## src/rtl/uart_frame_pkg.sv

```systemverilog
// Shared definitions for the UART frame assembler.
//   state_t  : assembler FSM states
//   FRAME_W  : width of the assembled frame bus
//   *_LSB    : bit offsets of the key, block A and block B fields in the frame
package uart_frame_pkg;

  typedef enum logic [1:0] {
    ST_IDLE    = 2'd0,
    ST_REQ     = 2'd1,
    ST_CAPTURE = 2'd2,
    ST_HOLD    = 2'd3
  } state_t;

  localparam int FRAME_W  = 256;
  localparam int KEY_LSB  = 0;
  localparam int BLKA_LSB = 96;
  localparam int BLKB_LSB = 160;

endpackage

```

## src/rtl/uart_frame_assembler.sv

```systemverilog
// UART frame assembler: pulls bytes out of a non-FWFT rx FIFO and packs them
// little-end-first into a 256-bit frame (key [95:0], block A [159:96],
// block B [223:160], [255:224] always zero). The finished frame is held with
// frame_valid until frame_ready accepts it.
//
// Optional feature (macro UART_FRAME_TIMEOUT_EN): an inter-byte idle counter
// discards a partial frame after TIMEOUT_CYCLES and pulses timeout_err.
// Without the macro there is no counter and timeout_err is tied low.
//
// Ports:
//   clk_100MHz   in   system clock
//   reset_n      in   asynchronous active-low reset
//   rx_empty     in   rx FIFO empty flag
//   rx_data      in   rx FIFO read data, valid the cycle after rd_uart
//   rd_uart      out  rx FIFO read strobe, one cycle per byte
//   frame_data   out  assembled frame
//   frame_valid  out  frame_data complete and stable
//   frame_ready  in   downstream accept
//   busy         out  partial frame held
//   byte_cnt     out  bytes captured in current frame
//   timeout_err  out  one-cycle pulse when a partial frame is discarded
//
// FSM states:
//   state      | meaning
//   ST_IDLE    | empty frame, waiting for the first byte
//   ST_REQ     | partial frame, issue a read when the FIFO has data
//   ST_CAPTURE | rx_data valid this cycle, write it into the frame
//   ST_HOLD    | frame complete, wait for frame_ready
module uart_frame_assembler
  import uart_frame_pkg::*;
#(
  parameter int NUM_BYTES      = 28,
  parameter int TIMEOUT_CYCLES = 10_000_000
) (
  input  logic               clk_100MHz,
  input  logic               reset_n,
  input  logic               rx_empty,
  input  logic [7:0]         rx_data,
  output logic               rd_uart,
  output logic [FRAME_W-1:0] frame_data,
  output logic               frame_valid,
  input  logic               frame_ready,
  output logic               busy,
  output logic [4:0]         byte_cnt,
  output logic               timeout_err
);

  state_t             state, state_nxt;
  logic               rd_req;
  logic               capture;
  logic               accept;
  logic               tmo_hit;
  logic [FRAME_W-1:0] frame_q;
  logic [4:0]         cnt_q;
  logic               valid_q;

  localparam logic [4:0] LAST_IDX = 5'(NUM_BYTES - 1);

  assign busy = (cnt_q != 5'd0) && !valid_q;

  always_ff @(posedge clk_100MHz or negedge reset_n) begin
    if (!reset_n) state <= ST_IDLE;
    else          state <= state_nxt;
  end

  always_comb begin
    state_nxt = state;
    rd_req    = 1'b0;
    capture   = 1'b0;
    accept    = 1'b0;
    case (state)
      ST_IDLE, ST_REQ: begin
        // A timeout wins over a read issued in the same cycle so the
        // discarded frame cannot pick up a stray byte.
        if (tmo_hit) begin
          state_nxt = ST_IDLE;
        end else if (!rx_empty && !valid_q) begin
          rd_req    = 1'b1;
          state_nxt = ST_CAPTURE;
        end
      end
      ST_CAPTURE: begin
        capture   = 1'b1;
        state_nxt = (cnt_q == LAST_IDX) ? ST_HOLD : ST_REQ;
      end
      ST_HOLD: begin
        if (frame_ready && valid_q) begin
          accept    = 1'b1;
          state_nxt = ST_IDLE;
        end
      end
      default: state_nxt = ST_IDLE;
    endcase
  end

  // The strobe is decoded from state and rx_empty; gating with reset_n keeps
  // it low while reset is held even if the FIFO reports data.
  assign rd_uart = rd_req & reset_n;

  always_ff @(posedge clk_100MHz or negedge reset_n) begin
    if (!reset_n) begin
      frame_q <= '0;
      cnt_q   <= 5'd0;
      valid_q <= 1'b0;
    end else if (capture) begin
      // byte_cnt < NUM_BYTES here, so writes never reach the zero pad.
      frame_q[{cnt_q, 3'b000} +: 8] <= rx_data;
      cnt_q <= cnt_q + 5'd1;
      if (cnt_q == LAST_IDX) valid_q <= 1'b1;
    end else if (accept || tmo_hit) begin
      frame_q <= '0;
      cnt_q   <= 5'd0;
      valid_q <= 1'b0;
    end
  end

`ifdef UART_FRAME_TIMEOUT_EN
  localparam int TMO_W = $clog2(TIMEOUT_CYCLES + 1);

  logic [TMO_W-1:0] tmo_cnt;
  logic             timeout_err_q;

  // Counter is zero on the first idle cycle after a capture, so the discard
  // lands exactly TIMEOUT_CYCLES edges after the capturing edge.
  assign tmo_hit = busy && (state == ST_REQ) &&
                   (tmo_cnt == TMO_W'(TIMEOUT_CYCLES - 1));

  always_ff @(posedge clk_100MHz or negedge reset_n) begin
    if (!reset_n) begin
      tmo_cnt       <= '0;
      timeout_err_q <= 1'b0;
    end else begin
      timeout_err_q <= tmo_hit;
      if (capture || tmo_hit || !busy) tmo_cnt <= '0;
      else                             tmo_cnt <= tmo_cnt + 1'b1;
    end
  end

  assign timeout_err = timeout_err_q;
`else
  // No idle counter: partial frames wait forever. The comparison is constant
  // false and only keeps TIMEOUT_CYCLES referenced in this build.
  assign tmo_hit     = (TIMEOUT_CYCLES < 0);
  assign timeout_err = 1'b0;
`endif

  assign frame_data  = frame_q;
  assign frame_valid = valid_q;
  assign byte_cnt    = cnt_q;

endmodule

```

## config.mk

```make
export PLATFORM = sky130hd
export DESIGN_NAME = uart_frame_assembler
export DESIGN_NICKNAME = d
export VERILOG_FILES = /design/src/rtl/uart_frame_pkg.sv /design/src/rtl/uart_frame_assembler.sv
export SDC_FILE = /design/constraint.sdc
export NUM_CORES = 1
export LEC_CHECK = 0
export CAP_MARGIN = 20
export CORE_MARGIN = 2
export CORE_UTILIZATION = 36
export DETAILED_ROUTE_END_ITERATION = 8
export GPL_ROUTABILITY_DRIVEN = 0
export PLACE_DENSITY = 0.66
export SLEW_MARGIN = 5
export SYNTH_ARGS = -nofsm -noshare
export SYNTH_HDL_FRONTEND = slang
export SYNTH_SLANG_ARGS = --single-unit
```

## constraint.sdc

```tcl
create_clock -name clk_100MHz -period 2.9 [get_ports clk_100MHz]
set_input_delay 0.58 -clock clk_100MHz [delete_from_list [all_inputs] [get_ports clk_100MHz]]
set_output_delay 0.58 -clock clk_100MHz [all_outputs]
set_load 0.005 [all_outputs]
```

==> impl_metrics.yaml <==
die:
  initial_core_util_pct: 36.6
  core_region_area_mm2: 0.0296
  die_h_um: 178
  die_w_um: 178
  io_pins: 277
  rows: 63
  die-area_mm2: 0.0315
place:
  dp_slack_ps: 176
  dp.cells: 1722
  portBuffers: 275
  post-dp-hpwl_mm: 27.7
sta:
  period_needed_ps: 2740
  worst_slew_pin_slew_ps: 1110
  hold_violations: 0
  worst_slack_ps: 161
  drv_slew: 0
  slew-limit-headroom_pct: 25.9
  fin_crit_sh_pct: 94.4
  clock_skew_ps: 8.31
  setup_violations: 0
  fmaxAchievable_ghz: 0.365
  fin_hold_ws_ps: 452
global_route:
  grt_usage_pct: 25.1
  grt_start_max_net_pins: 176
  grt_pass1_wl_mm: 61.3
  grt_overflow_total: 0
  antenna_found_initial: 3
  grt_pass1_vias: 10100
layout:
  multiInputGateArea_mm2: 0.00392
  drive_gt1_share_pct: 8.66
  syn_to_final_growth_pct: 40.6
  n_fill_cell: 2717
  finalNonFillerCells: 1776
  seqCellArea_mm2: 0.00661
  nets: 1383
  final_cell_mix: "340 x nand2_1, 274 x clkdlybuf4s50_1, 264 x dfrtp_1"
  final_common_cell: "nand2_1"
cts:
  numCtsBuffers: 29
  postCtsSetupBuffers: 0
  clk_pin_slew_worst_paths_ps: 60
  cts_max_path_buffers: 3
  clk_latency_ps: 540
  cts_root_buf: "clkbuf_16"
  cts_max_level: 1
  cts.sinks: 264
  tritoncts: "done"
route:
  wirelength_mm: 39.9
  drc: 0
  ant_nets: 0
  drt-initial-drc-count: 1022
  num_vias: 9959
  post_drt_wl_per_cell_um: 22.5
  drt_pre_antenna_iters: 5
  vias_per_cell: 5.61
synthesis:
  synth_edf_count: 0
  synth_cells: 1083
  synth_fp_nets: 1102
  synth_seq_cells: 264
  yosys_most_used_dff: "dfrtp_1"
  synth.distinct_cells: 54
  synthArstFlopShare_pct: 100
  ys_warn_count: 0
  yosysSeqAreaShare_pct: 60.9
  avgSynthCellArea_um2: 10.0
  syn_area_mm2: 0.0108
power:
  ir_drop_uv: 496
  p_leak_nw: 6.26
  cellPowerDensity_mw_per_mm2: 888
setup_path:
  cp-start-kind: "flop"
  crit_path_max_fanout: 5
  arrival_ps: 2160
  crit_required_ps: 2320
  critical_path_class: "flop to output port"
  end_kind: "output port"
status:
  run_status: "completed"
job:
  cap_viol_max_count: 0
min_path:
  hold_class: "input pin to async pin"
==> Yosys cell counts (3+ instances only) <==
cell / instances / share of area (%)
nand2_1: 340 / 12
dfrtp_1: 264 / 61
o22ai_1: 248 / 14
clkbuf_1: 45 / 1.6
buf_2: 24 / 1.1
nor2_1: 21 / 0.73
a21oi_1: 16 / 0.74
nor4_1: 16 / 0.92
inv_1: 13 / 0.45
mux2i_1: 9 / 0.83
ha_1: 7 / 0.81
nor3_1: 6 / 0.28
buf_4: 5 / 0.35
nor2b_1: 5 / 0.29
o21ai_0: 5 / 0.23
nand4_1: 4 / 0.23
o2111ai_1: 4 / 0.32
nand2b_1: 3 / 0.17
nor3b_1: 3 / 0.21
==> what timing repair did <==
item                       CTS  global route
gates resized for setup      0             2
setup endpoints to repair    0            61
hold endpoints to repair    14             0
hold buffers                 1             0
==> final timing paths <==
path                            startpoint  slack (ps)  depth (start not counted)              end
setup / recovery               byte_cnt[0]         160                          6             busy
hold / removal                     reset_n         450                          2  frame_data[113]
setup reg to reg               byte_cnt[0]         180                          6  frame_data[177]
hold reg to reg            frame_data[246]         520                          2  frame_data[246]
max in group asynchronous          reset_n        1180                          3    frame_data[6]
min in group clk_100MHz    frame_data[246]         520                          2  frame_data[246]
==> worst max-delay path: stages, from the launching register on <==
cell,delay (ps)
dfrtp_1,340
inv_1,90
ha_2,210
nor3b_2,160
ha_1,200
nor2_1,110
clkdlybuf4s50_1,500
==> cell type report <==
| class | count | area share, % |
|---|---|---|
| clock buffers | 40 | 5.43 |
| clock inverters | 12 | 0.928 |
| flip-flops and latches | 264 | 43.3 |
| inverters | 13 | 0.320 |
| multi-input cells | 729 | 25.7 |
| well taps | 390 | 3.20 |
| repair buffers | 327 | 21.1 |
| diodes | 1 | 0.0164 |
==> report_power, final <==
group          internal (mW)  switching, mW  leakage [nW]
clock                   2.25           1.51         0.480
combinational           1.97           3.08          2.12
sequential              4.29          0.435          3.66
total                   8.51           5.03          6.26
==> sequential cells by signal, indices dropped and copies added, names as in the netlist <==
register	count
frame_data	256
byte_cnt	5
state	2
frame_valid	1
==> kinds of logic (layout without fill, tap and decap cells) <==
logic type      after synthesis  after routing  share of synthesized area (%)
flops                       264            264                           60.9
simple gates                416            416                           15.9
buf+inv                      90            392                           3.70
other cells                   1              2                         0.0346
compound gates              294            294                           17.6
fa+ha+maj                     7              7                          0.808
xor+xnor                      2              2                          0.162
mux                           9              9                          0.831
==> stage by stage <==
| stage | total power, mW | utilization [%] | area [um2] | TNS (ps) |
|---|---|---|---|---|
| after floorplan | 7.09 | - | 10800 | 0 |
| after global placement | 9.69 | 48.1 | 14200 | 0 |
| after detailed placement | 9.78 | 48.1 | 14300 | 0 |
| after CTS | 13.5 | 51.4 | 15200 | 0 |
| after global routing | 14.2 | 51.4 | 15200 | -7.17 |
| final | 13.5 | 51.4 | 15200 | 0 |
==> layer usage <==
| layer | wire, um | global-route usage [%] | vias to the layer above |
|---|---|---|---|
| met5 | 37 | 0 | - |
| met4 | 962 | 5.74 | 6 |
| met3 | 3960 | 7.93 | 72 |
| met2 | 18600 | 40.1 | 470 |
| met1 | 16300 | 33.5 | 4966 |
| li1 | - | - | 4445 |
Power figures use the tool's default switching activity.
